==> config.mk <==
export PLATFORM = sky130hd
export DESIGN_NAME = uart_tx_peripheral
export DESIGN_NICKNAME = d
export VERILOG_FILES = /design/src/rtl/uart_tx_peripheral_pkg.sv /design/src/rtl/uart_tx_peripheral_sync_fifo.sv /design/src/rtl/uart_tx_peripheral.sv
export SDC_FILE = /design/constraint.sdc
export NUM_CORES = 1
export LEC_CHECK = 0
export BUFFER_PORTS_ARGS = -buffer_cell sky130_fd_sc_hd__buf_2
export CORE_ASPECT_RATIO = 1.1
export CORE_UTILIZATION = 40
export DETAILED_ROUTE_END_ITERATION = 10
export SKIP_CTS_REPAIR_TIMING = 1
export SYNTH_ARGS = -nofsm -noshare
export SYNTH_HDL_FRONTEND = slang
export SYNTH_HIERARCHICAL = 1
export SYNTH_SLANG_ARGS = --single-unit
==> constraint.sdc <==
create_clock -name clock -period 3 [get_ports clock]
set_input_delay 0.15 -clock clock [delete_from_list [all_inputs] [get_ports clock]]
set_output_delay 0.15 -clock clock [all_outputs]
set_load 0.005 [all_outputs]
==> src/rtl/uart_tx_peripheral_pkg.sv <==
// Shared definitions for the memory-mapped UART transmitter: register offsets,
// STATUS bit positions, MEM-stage access lengths and transmitter state encodings.
package uart_tx_peripheral_pkg;

  localparam logic [3:0] UART_TXDATA = 4'h0;
  localparam logic [3:0] UART_STATUS = 4'h4;
  localparam logic [3:0] UART_BAUD   = 4'h8;
  localparam logic [3:0] UART_RSVD   = 4'hC;

  localparam int STAT_BUSY      = 0;
  localparam int STAT_FULL      = 1;
  localparam int STAT_EMPTY     = 2;
  localparam int STAT_OVF       = 3;
  localparam int STAT_COUNT_LSB = 8;

  localparam logic [2:0] LEN_BYTE = 3'b000;
  localparam logic [2:0] LEN_HALF = 3'b001;
  localparam logic [2:0] LEN_WORD = 3'b010;

  typedef enum logic [1:0] {
    ST_IDLE  = 2'd0,
    ST_START = 2'd1,
    ST_DATA  = 2'd2,
    ST_STOP  = 2'd3
  } tx_state_t;

  // A divider below 2 cannot time a bit, so it is clamped on the way in.
  function automatic logic [15:0] clamp_div(input logic [15:0] v);
    return (v < 16'd2) ? 16'd2 : v;
  endfunction

endpackage

==> src/rtl/uart_tx_peripheral_sync_fifo.sv <==
// Synchronous FIFO with wrap-around pointers and first-word-fall-through read data.
// A push into a full FIFO is accepted only when a pop frees a slot on the same edge.
module sync_fifo #(
  parameter  int WIDTH = 8,
  parameter  int DEPTH = 8,
  localparam int AW    = $clog2(DEPTH),
  localparam int CW    = $clog2(DEPTH + 1)
) (
  input  logic             clock,
  input  logic             reset,
  input  logic             push,
  input  logic             pop,
  input  logic [WIDTH-1:0] wdata,
  output logic [WIDTH-1:0] rdata,
  output logic             full,
  output logic             empty,
  output logic [CW-1:0]    count
);

  logic [WIDTH-1:0] r_mem [DEPTH];
  logic [AW-1:0]    r_wr_ptr;
  logic [AW-1:0]    r_rd_ptr;
  logic [CW-1:0]    r_count;
  logic             w_do_push;
  logic             w_do_pop;

  assign empty     = (r_count == '0);
  assign full      = (r_count == CW'(DEPTH));
  assign count     = r_count;
  assign rdata     = r_mem[r_rd_ptr];
  assign w_do_pop  = pop & ~empty;
  assign w_do_push = push & (~full | w_do_pop);

  always_ff @(posedge clock) begin
    if (reset) begin
      r_wr_ptr <= '0;
      r_rd_ptr <= '0;
      r_count  <= '0;
    end else begin
      if (w_do_push) r_wr_ptr <= r_wr_ptr + AW'(1);
      if (w_do_pop)  r_rd_ptr <= r_rd_ptr + AW'(1);
      case ({w_do_push, w_do_pop})
        2'b10:   r_count <= r_count + CW'(1);
        2'b01:   r_count <= r_count - CW'(1);
        default: r_count <= r_count;
      endcase
    end
  end

  always_ff @(posedge clock) begin
    if (w_do_push) r_mem[r_wr_ptr] <= wdata;
  end

endmodule

==> src/rtl/uart_tx_peripheral.sv <==
// Memory-mapped 8N1 UART transmitter: register window decode, TX FIFO and bit serialiser.
//   state  | meaning
//   IDLE   | line high, waiting for FIFO data
//   START  | start bit (low) for one bit period
//   DATA   | eight data bits, LSB first
//   STOP   | stop bit (high); back-to-back frames restart from here
module uart_tx_peripheral
  import uart_tx_peripheral_pkg::*;
#(
  parameter logic [31:0] BASE_ADDR   = 32'h0000_1000,
  parameter int          FIFO_DEPTH  = 8,
  parameter int          DEFAULT_DIV = 469
) (
  input  logic        clock,
  input  logic        reset,
  input  logic [31:0] address,
  input  logic [31:0] input_data,
  input  logic        mem_write,
  input  logic        mem_read,
  input  logic [2:0]  mem_op_length,
  output logic        selected,
  output logic [31:0] output_data,
  output logic        tx,
  output logic        irq
);

  localparam int CW = $clog2(FIFO_DEPTH + 1);

  tx_state_t     r_state, w_state_nxt;
  logic          r_tx, w_tx_nxt;
  logic [7:0]    r_shift, w_shift_nxt;
  logic [2:0]    r_bit, w_bit_nxt;
  logic [15:0]   r_cnt, w_cnt_nxt;
  logic [15:0]   r_div, w_div_nxt;
  logic [15:0]   r_baud;
  logic          r_ovf;
  logic          r_irq;

  logic [3:0]    w_off;
  logic          w_wr_txdata, w_wr_status, w_wr_baud;
  logic          w_pop, w_full, w_empty, w_tc;
  logic [7:0]    w_rdata;
  logic [CW-1:0] w_count;
  logic          w_unused;

  assign selected    = (address >= BASE_ADDR) && (address <= BASE_ADDR + 32'hC);
  assign w_off       = {address[3:2], 2'b00};
  assign w_wr_txdata = mem_write & selected & (w_off == UART_TXDATA);
  assign w_wr_status = mem_write & selected & (w_off == UART_STATUS);
  assign w_wr_baud   = mem_write & selected & (w_off == UART_BAUD) & (mem_op_length == LEN_WORD);
  assign w_tc        = (r_cnt == 16'd0);
  assign w_unused    = &{1'b0, input_data[31:16]};
  assign tx          = r_tx;
  assign irq         = r_irq;

  sync_fifo #(.WIDTH(8), .DEPTH(FIFO_DEPTH)) u_fifo (
    .clock (clock),
    .reset (reset),
    .push  (w_wr_txdata),
    .pop   (w_pop),
    .wdata (input_data[7:0]),
    .rdata (w_rdata),
    .full  (w_full),
    .empty (w_empty),
    .count (w_count)
  );

  always_comb begin
    output_data = '0;
    if (selected && mem_read) begin
      case (w_off)
        UART_STATUS: begin
          output_data[STAT_BUSY]                = (r_state != ST_IDLE);
          output_data[STAT_FULL]                = w_full;
          output_data[STAT_EMPTY]               = w_empty;
          output_data[STAT_OVF]                 = r_ovf;
          output_data[STAT_COUNT_LSB +: CW]     = w_count;
        end
        UART_BAUD: output_data[15:0] = r_baud;
        default:   output_data = '0;
      endcase
    end
  end

  always_comb begin
    w_state_nxt = r_state;
    w_tx_nxt    = r_tx;
    w_shift_nxt = r_shift;
    w_bit_nxt   = r_bit;
    w_cnt_nxt   = r_cnt;
    w_div_nxt   = r_div;
    w_pop       = 1'b0;
    case (r_state)
      ST_IDLE: begin
        w_tx_nxt = 1'b1;
        if (!w_empty) begin
          w_pop       = 1'b1;
          w_shift_nxt = w_rdata;
          w_div_nxt   = r_baud;
          w_cnt_nxt   = r_baud - 16'd1;
          w_tx_nxt    = 1'b0;
          w_state_nxt = ST_START;
        end
      end
      ST_START: begin
        if (w_tc) begin
          w_tx_nxt    = r_shift[0];
          w_shift_nxt = {1'b0, r_shift[7:1]};
          w_bit_nxt   = 3'd0;
          w_cnt_nxt   = r_div - 16'd1;
          w_state_nxt = ST_DATA;
        end else begin
          w_cnt_nxt = r_cnt - 16'd1;
        end
      end
      ST_DATA: begin
        if (w_tc) begin
          w_cnt_nxt = r_div - 16'd1;
          if (r_bit == 3'd7) begin
            w_tx_nxt    = 1'b1;
            w_state_nxt = ST_STOP;
          end else begin
            w_tx_nxt    = r_shift[0];
            w_shift_nxt = {1'b0, r_shift[7:1]};
            w_bit_nxt   = r_bit + 3'd1;
          end
        end else begin
          w_cnt_nxt = r_cnt - 16'd1;
        end
      end
      ST_STOP: begin
        if (w_tc) begin
          // Chain straight into the next start bit so queued bytes leave no idle gap.
          if (!w_empty) begin
            w_pop       = 1'b1;
            w_shift_nxt = w_rdata;
            w_div_nxt   = r_baud;
            w_cnt_nxt   = r_baud - 16'd1;
            w_tx_nxt    = 1'b0;
            w_state_nxt = ST_START;
          end else begin
            w_state_nxt = ST_IDLE;
          end
        end else begin
          w_cnt_nxt = r_cnt - 16'd1;
        end
      end
      default: begin
        w_tx_nxt    = 1'b1;
        w_state_nxt = ST_IDLE;
      end
    endcase
  end

  always_ff @(posedge clock) begin
    if (reset) begin
      r_state <= ST_IDLE;
      r_tx    <= 1'b1;
      r_shift <= '0;
      r_bit   <= '0;
      r_cnt   <= '0;
      r_div   <= 16'(DEFAULT_DIV);
      r_baud  <= 16'(DEFAULT_DIV);
      r_ovf   <= 1'b0;
      r_irq   <= 1'b1;
    end else begin
      r_state <= w_state_nxt;
      r_tx    <= w_tx_nxt;
      r_shift <= w_shift_nxt;
      r_bit   <= w_bit_nxt;
      r_cnt   <= w_cnt_nxt;
      r_div   <= w_div_nxt;
      r_irq   <= w_empty & (r_state == ST_IDLE);
      if (w_wr_baud) r_baud <= clamp_div(input_data[15:0]);
      if (w_wr_txdata && w_full && !w_pop) r_ovf <= 1'b1;
      else if (w_wr_status && input_data[STAT_OVF]) r_ovf <= 1'b0;
    end
  end

endmodule
# Yosys cells after proc, flatten, opt, wreduce, memory -nomap -nowiden
# Memory sizes are Yosys's and may differ from the RTL's. A register that Yosys moved wholly into a read port is not among the register bits.
# Index checks and enable logic that the tools add are counted.
# classes
addsub	8
magnitude_cmp	3
n_eq_ne	17
mux	47
bitwise_logic	11
reduce_logical	21
# ops
cell	count
16-bit 2-to-1 mux	7
16-bit case mux with 3 select lines	1
16-bit by 1-bit subtractor with 16-bit output (second input constant)	3
8-bit 2-to-1 mux	5
32-bit by 13-bit >= comparator with 1-bit output (second input constant)	1
32-bit by 13-bit less-or-equal comparator with 1-bit output (second input constant)	1
16-bit case mux with 2 select lines	1
8-bit case mux with 4 select lines	1
4-bit case mux with 2 select lines	3
16-bit logical NOT	1
16-bit by 2-bit less-than comparator with 1-bit output (second input constant)	1
3-bit 2-to-1 mux	5
2-bit inequality test (second input constant)	7
1-bit 2-to-1 mux	13
4-bit AND reduction	3
2-bit 2-to-1 mux	5
2-bit nonzero test	5
3-bit by 1-bit adder with 3-bit output (second input constant)	3
1-bit AND	8
2-bit == test (second input constant)	4
4-bit logical NOT	2
4-bit 2-to-1 mux	2
2-bit case mux with 4 select lines	1
2-bit by 1-bit == test with 1-bit output (second input constant)	3
16 further kinds	21
# word_totals
ff_bits	74
ramBits	64
n_memories	1
# mem_list
memory	depth	word_bits	read_ports	rd_clocked_by_memory_dff	write_ports	line	source
u_fifo.r_mem	8	8	1	1	1	uart_tx_peripheral_sync_fifo.sv:20	logic [WIDTH-1:0] r_mem [DEPTH];

# Logic depth before layout (Yosys ltp)
# depth
ltp_word	9
mapped_depth	14

# Cells and area by module
# Netlist, hierarchy kept.
# by_module_without_submodules
module	n_inst	cells_per_inst	area_each_um2
uart_tx_peripheral	1	538	4381.7
sync_fifo	1	176	3203.1

# Worst setup path after synthesis
# Ideal clock, no wire load.
# synth_timing
path_type	reg-to-reg
start	register r_cnt[0]
end	memory u_fifo.r_mem[0][0] (enable)
setup_ns	0.395
arrival_ns	2.945
required_time_ns	2.605
slack_ns	-0.340
path_stages_with_launch	10
path_buffers	0
path_cell_list	dfxtp_1 > inv_1 > ha_1 > nor4b_4 > and4_1 > a21oi_1 > nor3_1 > nand2b_1 > o21ai_4 > nor4_1
# synth_between
elab_chain_cells	8
# synth_lines
element	line	source
start, declared	uart_tx_peripheral.sv:33	logic [15:0] r_cnt, w_cnt_nxt;
start signal, assigned	uart_tx_peripheral.sv:171	r_cnt <= w_cnt_nxt;
16-bit logical NOT	uart_tx_peripheral.sv:51	assign w_tc = (r_cnt == 16'd0);
1-bit 2-to-1 mux	uart_tx_peripheral.sv:132	if (w_tc) begin
1-bit case mux with 2 select lines	uart_tx_peripheral.sv:93	case (r_state)
named net w_pop	uart_tx_peripheral.sv:41	logic w_pop, w_full, w_empty, w_tc;
1-bit AND	uart_tx_peripheral_sync_fifo.sv:31	assign w_do_pop = pop & ~empty;
1-bit bitwise OR	uart_tx_peripheral_sync_fifo.sv:32	assign w_do_push = push & (~full | w_do_pop);
1-bit AND	uart_tx_peripheral_sync_fifo.sv:32	
1-bit 2-to-1 mux	uart_tx_peripheral_sync_fifo.sv:51	if (w_do_push) r_mem[r_wr_ptr] <= wdata;
1-bit 2-to-1 mux (implied by the code)	uart_tx_peripheral_sync_fifo.sv:51	
end, declared	uart_tx_peripheral_sync_fifo.sv:20	
# The timed path passes the listed nets, and every way through them passes these cells.

# Final worst setup path
# layout_timing
start	register r_cnt[1]
end	register u_fifo.r_count[3], in the netlist u_fifo/count[3]
# layout_between
elab_chain_cells	8
word_cells_on_any_way	10
cone_classes	eq/ne (2); mux (3); bitwise (3); reduce/logical (2)
# layout_lines
element	line	source
16-bit logical NOT *	uart_tx_peripheral.sv:51	
1-bit 2-to-1 mux *	uart_tx_peripheral.sv:132	
1-bit case mux with 2 select lines *	uart_tx_peripheral.sv:93	
named net w_pop	uart_tx_peripheral.sv:41	
1-bit AND *	uart_tx_peripheral_sync_fifo.sv:31	
1-bit bitwise OR	uart_tx_peripheral_sync_fifo.sv:32	
1-bit AND	uart_tx_peripheral_sync_fifo.sv:32	
2-bit by 1-bit == test with 1-bit output / 2-bit == test (equally long branches)	uart_tx_peripheral_sync_fifo.sv:42	case ({w_do_push, w_do_pop})
4-bit case mux with 2 select lines / 2-bit nonzero test (equally long branches)	n/a	
end signal, assigned	uart_tx_peripheral_sync_fifo.sv:43	2'b10: r_count <= r_count + CW'(1);
end signal, assigned	uart_tx_peripheral_sync_fifo.sv:44	2'b01: r_count <= r_count - CW'(1);
end signal, assigned	uart_tx_peripheral_sync_fifo.sv:45	default: r_count <= r_count;
end, declared	uart_tx_peripheral_sync_fifo.sv:23	logic [CW-1:0] r_count;
# Mark *: on every way through the listed nets, which the timed path passes. The rest lies on a longest branch.
# A chain may end at the register's enable or synchronous reset.

==> metrics.txt <==
status=complete, but fails checks; failing checks=hold timing; Longest Clk Path Bufs=2; VDD IR-drop max=374.8 uV; clock power share=44.2%; sequential power share=47.1%; crit path max fanout=6; PD cells=494.3 nW/um^2; switching share of power=24.92%; RSZ-0062 raised after global routing=false; Pleak=3.265 nW; Main synth FF type=dfxtp_1; Hold Crit Class=input port to flop; CTS Buf Count=17; total power=4.351 mW; CTS clk-pin slew, worst paths=70 ps; Die Span Y=146.4 um; internal power=3.267 mW; register bit total from synthesis=141; reg2reg start=r_cnt[1]; Hold Fails Final Rpt=1; CP Capture Type=flop; Distinct cells, synth=77; Final Util=47.64%; H-tree depth=4; clock sink count=141; Layout area overhead=16.05%; mapped cell area=7585 sq um; DR iter-0 viols=441; Final Max Slew Viols=0; I/O Pins=106; maxcap violations=0; endpoints failing setup=0; Initial Utilization=41.05%; initial antenna violation count=0; Required @ worst endpoint=3350 ps; WP data arrival=3110 ps; Worst Tran Pin Value=879.3 ps; final period utilization=92.07%; Via density=5.472; Yosys warning count=6; # diodes=0; Slew HR=40.84%; combinational share of power=8.6%; Core Region=18480 sq um; Post-Syn Instances=714; DPL Wire Length=13150 um; first-pass GRT wire length=28830 um; largest net degree at the start of global routing=39; num rows=52; # DRC=0; nature of the critical path startpoint=flop; Hold Slack=-2.386 ps; wire length per cell=17.07 um; 1st-pass router iterations=5; vias in the first global route=5644; clock skew=11.40 ps; share of cells above drive strength 1=23.35%; ANT nets after route=0; die width=133.3 um; WL final=17890 um; post-synth top area cell=edfxtp_1; vias=5735; Final TNS setup=0 ps; fraction of registers with async set/reset=0%; worst skew pair latency=420 ps; switching pwr=1.084 mW; Tot GR Track Use=18.78%; CP Launch Point=r_cnt[1]; Max Clk Rate=362.0 MHz; Final Critical Period=2762 ps; Layout fillers=1706; origin of the worst min-delay path=input_data[15]; Port Buffers=73; GRT Residual Overflow=0; critical path type=flop to flop; CTS tree=built; Post-synth EDFFs=64; Die ar.=19520 sq um; Yosys top cell area share=25.34%; fin nets=883; syn_area_per_cell=10.62 sq um; CTS Root Cell=clkbuf_16; GP Congestion=0.8432; register area share after synthesis=45.66%; Area contributors post-synth=edfxtp_1 25%, dfxtp_1 20%, nor2_1 3.6%
==> sequential cells by signal, indices dropped and copies added (netlist names), named ones only <==
register,cells
r_state,2
r_div,16
u_fifo/r_rd_ptr,3
irq,1
r_bit,3
u_fifo/count,4
u_fifo/r_mem,64
tx,1
r_cnt,16
r_ovf,1
r_baud,16
r_shift,8
u_fifo/r_wr_ptr,3
==> per-stage QoR <==
step	area (sq um)	cells	worst slack, ps
floorplan	7686	729	24.67
global placement	8183	1011	113.6
detailed placement	8183	1011	49.05
CTS	8730	1043	35.75
global route	8802	1048	3.903
finish	8802	1048	237.8
==> power by group through the flow <==
stage          clock (mW)  combinational [mW]  sequential [mW]
6_report             1.92               0.376             2.05
5_1_grt              2.05               0.412             2.05
4_1_cts              1.97               0.370             2.05
3_5_place_dp            0               0.368             2.09
3_3_place_gp            0               0.359             2.09
2_1_floorplan           0               0.262             2.09
==> worst max-delay path: stages, from the launching register on <==
cell	delay, ps
dfxtp_2	340
inv_1	80
ha_2	180
nor4b_4	210
and4_4	300
a21oi_1	120
nor3_2	190
o21ai_2	100
or2_4	250
inv_2	80
ha_1	230
nand3_2	110
nor4bb_4	280
o21bai_1	100
a31oi_1	120
==> per-layer routing <==
layer  routed length, um  part of all wire [%]  up-vias  global-route usage, %
met1                7723                    43     2764                  23.60
met5                   0                     0        -                      0
met4                 222                   1.2        0                  6.136
met3                 968                   5.4       18                  3.750
li1                    -                     -     2764                      -
met2                8976                    50      189                  32.16
==> kinds of logic after synthesis <==
group	synth area share, %
AO/OA/AOI/OAI	13.64
XOR/XNOR	4.619
adder cells (fa/ha/maj)	3.398
buffers and inverters	5.939
flip-flops	45.66
multiplexers	9.221
other	0.04944
AND/OR/NAND/NOR	17.47
==> final timing paths <==
path                                        end  slack, ps  cells after the start
worst max-delay path            u_fifo/count[3]        240                     14
worst min-delay path                 r_baud[15]         -2                      3
worst max register to register  u_fifo/count[3]        240                     14
worst min register to register        r_div[15]        470                      2
==> Yosys cell counts, types with 5 or more instances <==
library cell  number
dfxtp_1           77
nor2_1            73
edfxtp_1          64
nand2_1           56
a21oi_1           36
nor3_1            23
xor2_1            23
inv_1             22
mux2i_1           20
ha_1              19
a22oi_1           18
buf_4             17
clkbuf_1          17
nor4_1            17
xnor2_1           17
o21ai_0           16
o22ai_1           16
and2_1            11
buf_2             10
mux4_1            10
nand3_1           10
mux2_2             9
nand2b_1           8
buf_6              7
nand3b_1           7
a211oi_1           6
buf_1              6
mux4_2             6
nand4_1            6
a211o_1            5
a22o_1             5
==> layout by cell type (no fill, tap or decap), types with 5 or more instances in the layout <==
master and n:
mux2i_1 20, nand4_1 6, and2_1 11, a22o_1 5, nand2b_1 8, nand2_1 56
mux2_2 9, mux4_2 6, nand3b_1 7, nor2_1 72, dfxtp_1 76, a211oi_1 6
xor2_1 23, xnor2_1 17, clkbuf_16 17, a211o_1 5, o22ai_1 16, nor3_1 21
buf_2 73, a21oi_1 35, mux4_1 10, edfxtp_1 64, nor4_1 16, o21ai_0 16
inv_6 7, buf_4 29, inv_1 21, nand3_1 9, ha_1 17, a22oi_1 18
conb_1 16
==> final cells by class <==
type / instances / area (sq um) / share of cell area (%)
Multi-Input combinational cell: 507 / 3811 / 43.30
Sequential cell: 141 / 3465 / 39.36
Timing Repair Buffer: 103 / 593.1 / 6.738
Clock buffer: 20 / 446.7 / 5.075
Tap cell: 243 / 304.0 / 3.454
Clock inverter: 12 / 100.1 / 1.137
Inverter: 22 / 82.58 / 0.9382
No activity file was read; power rests on OpenSTA's default activity.
